[config.mk]
export PLATFORM = sky130hd
export DESIGN_NAME = modulo_contador_sync_param
export DESIGN_NICKNAME = d
export VERILOG_FILES = /design/src/rtl/modulo_contador_sync_param.sv
export SDC_FILE = /design/constraint.sdc
export NUM_CORES = 1
export LEC_CHECK = 0
export CAP_MARGIN = 20
export CORE_MARGIN = 3
export CORE_UTILIZATION = 36
export CTS_CLUSTER_SIZE = 8
export DETAILED_ROUTE_END_ITERATION = 10
export SYNTH_ARGS = -nofsm -noshare
export SYNTH_HDL_FRONTEND = slang
export SYNTH_SLANG_ARGS = --single-unit
[constraint.sdc]
create_clock -name clock -period 2.82 [get_ports clock]
set_clock_uncertainty 0.15 [all_clocks]
set_input_delay 0.846 -clock clock [delete_from_list [all_inputs] [get_ports clock]]
set_output_delay 0.846 -clock clock [all_outputs]
set_load 0.03 [all_outputs]
[src/rtl/modulo_contador_sync_param.sv]
// Purpose     : parametrised up/down modulo counter with parallel load, terminal count and wrap/saturate mode.
// Latency     : one clock edge from enable/load to the new q; terminal is combinational on q and up_down.
// Backpressure: none; enable gates counting, and stages cascade through terminal into the next enable.
module modulo_contador_sync_param #(
   parameter int unsigned     WIDTH    = 7,
   parameter longint unsigned MODULO   = 128,
   parameter bit              SATURATE = 1'b0
) (
   input  logic             clock,
   input  logic             clear,
   input  logic             enable,
   input  logic             up_down,
   input  logic             load,
   input  logic [WIDTH-1:0] load_value,
   output logic [WIDTH-1:0] q,
   output logic             terminal,
   output logic             carry_out
);

   // Reject parameter sets that cannot hold the requested count range.
   if (WIDTH < 1 || WIDTH > 32) begin : g_bad_width
      $error("modulo_contador_sync_param: WIDTH must be in 1..32");
   end
   if (MODULO < 2 || MODULO > (64'd1 << WIDTH)) begin : g_bad_modulo
      $error("modulo_contador_sync_param: MODULO must be in 2..2**WIDTH");
   end

   // Highest reachable count; arithmetic is modulo MODULO, not 2**WIDTH.
   localparam logic [WIDTH-1:0] MAX_Q  = WIDTH'(MODULO - 64'd1);
   localparam logic [WIDTH-1:0] ZERO_Q = '0;
   localparam logic [WIDTH-1:0] ONE_Q  = WIDTH'(1);

   logic             at_max;
   logic             at_zero;
   logic [WIDTH-1:0] load_clamped;
   logic [WIDTH-1:0] q_up;
   logic [WIDTH-1:0] q_down;
   logic [WIDTH-1:0] q_next;
   logic             carry_next;

   // Boundary detection on the registered count, shared by terminal and next-state.
   always_comb begin
      at_max   = (q == MAX_Q);
      at_zero  = (q == ZERO_Q);
      terminal = up_down ? at_max : at_zero;
   end

   // Out-of-range load values clamp to the top of the count range.
   always_comb begin
      load_clamped = load_value;
      if (load_value > MAX_Q) begin
         load_clamped = MAX_Q;
      end
   end

   // Candidate values for each direction; the boundary either wraps or holds.
   always_comb begin
      q_up   = q + ONE_Q;
      q_down = q - ONE_Q;
      if (at_max) begin
         q_up = SATURATE ? q : ZERO_Q;
      end
      if (at_zero) begin
         q_down = SATURATE ? q : MAX_Q;
      end
   end

   // Priority load > enable > hold; carry flags a boundary crossing on an enabled count.
   always_comb begin
      q_next     = q;
      carry_next = 1'b0;
      if (load) begin
         q_next = load_clamped;
      end else if (enable) begin
         q_next     = up_down ? q_up : q_down;
         carry_next = terminal;
      end
   end

   // Count and carry registers; clear aborts any pending load or count immediately.
   always_ff @(posedge clock or negedge clear) begin
      if (!clear) begin
         q         <= '0;
         carry_out <= 1'b0;
      end else begin
         q         <= q_next;
         carry_out <= carry_next;
      end
   end

endmodule
==> flow_summary.json <==
{
  "initial_utilization": 0.405,
  "yosys.area.top_type": "dfrtp_1",
  "cts_buffers": 3,
  "timing.hold.ws_ns": 0.586,
  "io_pins": 21,
  "h-tree-depth": 1,
  "cts_tree": "yes",
  "tightest_slew_ns": 0.382,
  "hpwlAfterDp_um": 1590,
  "fin_area_um2": 1030,
  "first_global_vias": 782,
  "grt_pass1_wl_um": 3620,
  "diodes": 0,
  "post-route-drc-count": 0,
  "cts_hold_buf": 0,
  "drtIter0Drc": 18,
  "syn_area_um2": 738,
  "die_area_um2": 2630,
  "io_buffer_count": 20,
  "fmax_mhz": 372,
  "wl_per_cell_um": 14.8,
  "hold_end": "q[5]$_DFFE_PN0P_",
  "status": "finished, final reports clean",
  "syn-instance-count": 92,
  "reg2reg_depth": 5,
  "nNetsFinal": 135,
  "setup_ws_ns": 0.134,
  "synth.area.top_cells": "dfrtp_1, ha_1, nor2_1, a21oi_1, nand2_1",
  "dp_slack_ns": -0.0445,
  "cts_sinks": 8,
  "timing.final.crit_share": 0.952,
  "rows": 15,
  "insertion_delay_ns": 0.25,
  "fin_util": 0.564,
  "ir_worst_vdd_mv": 0.320,
  "clockBufferDepth": 2,
  "rrSetupSlack_ns": 0.90,
  "num_vias": 802,
  "avgSynthCellArea_um2": 8.02,
  "hold_viol_final": 0,
  "grt_max_degree": 15,
  "synth.distinct_cells": 38,
  "critPathRequiredTime_ns": 1.82,
  "crit_type": "reg -> out",
  "hold_start": "q[5]$_DFFE_PN0P_",
  "antenna_found_initial": 0,
  "fin_crit_ns": 2.69,
  "placed_area_um2": 1010,
  "fp.coreArea_um2": 1820,
  "syn-num-nets": 107,
  "wl_um": 2120,
  "crit_path_max_fanout": 8,
  "drive_gt1_frac": 0.153,
  "power_leakage_nw": 0.436,
  "die_h_um": 51.3,
  "viasPerCell": 5.61,
  "hold_class": "reg -> reg",
  "yosysSeqAreaShare": 0.271,
  "firstDrtPassIters": 5,
  "reg2reg_to": "q[5]$_DFFE_PN0P_",
  "cp-start-kind": "flop",
  "cp.arrival_ns": 1.69,
  "root_buffer": "clkbuf_4",
  "area_growth_pct": 39.2,
  "hold_depth": 3,
  "grt_overflow": 0,
  "maxCapViolCount": 0,
  "routabilityCongestion": 0.865,
  "rsz0062_at_grt": "no",
  "track_usage": 0.184,
  "max_slew_margin": 0.745,
  "p_per_area_nw_per_um2": 412,
  "cts.reportedPaths.clkPinSlew_ns": 0.05,
  "maxSlewViolCount": 0,
  "setup_viol": 0,
  "yosys_register_bits": 8,
  "cts_setup_buffers": 0,
  "synth_top_area_frac": 0.271,
  "final_antenna_net_count": 0,
  "fp.dieW_um": 51.3,
  "worst_setup_path_end_kind": "primary output",
  "yosysWarnings": 0,
  "r2r_start": "q[0]$_DFFE_PN0P_"
}
## cell usage in the layout, fill, tap and decap left out, drive strengths merged, types with 2 or more instances in the layout
master	instances
nor2	9
nand2	8
nand4	2
o311ai	2
xor2	2
nor2b	3
inv	5
and3	3
a221oi	2
ha	3
buf	10
dfrtp	8
o211ai	2
o21ai	6
nor4	2
nand2b	3
clkdlybuf4s50	18
clkbuf	3
nor3	3
a21oi	6
a31o	2
## per-stage QoR
| stage | power (W) | TNS (ns) | cells |
|---|---|---|---|
| floorplan | 0.000257 | 0 | 92 |
| global placement | 0.000336 | -0.0285 | 140 |
| detailed placement | 0.000338 | -0.0445 | 140 |
| CTS | 0.000429 | 0 | 143 |
| global route | 0.000455 | 0 | 143 |
| finish | 0.000424 | 0 | 143 |
## logic make-up after synthesis
kind of cell | Yosys count | share of synthesized area
AO/OA/AOI/OAI | 28 | 0.271
buffers and inverters | 11 | 0.0644
flip-flops | 8 | 0.271
AND/OR/NAND/NOR | 38 | 0.293
multiplexers | 1 | 0.0136
adder cells (fa/ha/maj) | 3 | 0.0509
XOR/XNOR | 3 | 0.0356
## synth_stat cells
| cell type | n |
|---|---|
| a211o_1 | 1 |
| a21o_1 | 1 |
| a21oi_1 | 6 |
| a221oi_1 | 2 |
| a22o_1 | 1 |
| a31o_2 | 2 |
| a32o_1 | 1 |
| a41oi_1 | 1 |
| and2b_1 | 1 |
| and3_1 | 3 |
| and4_1 | 1 |
| buf_2 | 5 |
| clkbuf_1 | 1 |
| dfrtp_1 | 8 |
| ha_1 | 3 |
| inv_1 | 5 |
| mux2i_1 | 1 |
| nand2_1 | 8 |
| nand2b_1 | 3 |
| nand3_1 | 1 |
| nand4_1 | 2 |
| nor2_1 | 9 |
| nor2b_1 | 3 |
| nor3_1 | 2 |
| nor3_4 | 1 |
| nor4_1 | 1 |
| nor4_2 | 1 |
| o2111ai_1 | 1 |
| o211ai_1 | 2 |
| o21ai_0 | 2 |
| o21ai_1 | 4 |
| o2bb2ai_1 | 1 |
| o311ai_1 | 2 |
| o41a_1 | 1 |
| or2_1 | 1 |
| or4_4 | 1 |
| xnor2_1 | 1 |
| xor2_1 | 2 |
## layer usage
layer  part of all wire  GRT usage  vias up
li1                   -          -      395
met3              0.059     0.0583        2
met5                  0          0        -
met2               0.49      0.296       27
met1               0.44      0.240      378
met4             0.0090     0.0437        0
## worst max-delay path, cell delays in order (launching register included)
cell and delay [ns]:
dfrtp_1 0.46, ha_1 0.31, and3_1 0.26, a31o_2 0.25
buf_4 0.16
## flip-flops by register name, summed over array words and instances (netlist names)
register / count
carry_out: 1
q: 7
## how the worst max path moves through the flow
stage                    end             start  depth (start not counted)
finish              terminal  q[0]$_DFFE_PN0P_                          4
global route        terminal  q[0]$_DFFE_PN0P_                          4
CTS                 terminal  q[2]$_DFFE_PN0P_                          4
detailed placement  terminal           up_down                          4
global placement    terminal           up_down                          4
floorplan           terminal  q[4]$_DFFE_PN0P_                          4
## area by class of cell
class | count | area (um2)
Clock buffer | 3 | 22.5
Fill cell | 197 | 793
Inverter | 5 | 18.8
Multi-Input combinational cell | 73 | 490
Sequential cell | 8 | 200
Tap cell | 25 | 31.3
Timing Repair Buffer | 29 | 264
## report_power, final
part	switching (W)	internal [W]	leakage [nW]
Combinational	0.000109	0.0000873	0.326
Clock	0.0000393	0.0000487	0.0138
Sequential	0.0000127	0.000126	0.0964
Total	0.000161	0.000262	0.436
## timing repair
action,CTS,global route
hold endpoints to repair,0,0
setup endpoints to repair,1,0
resized for setup,1,0
Power figures use the tool's default switching activity.
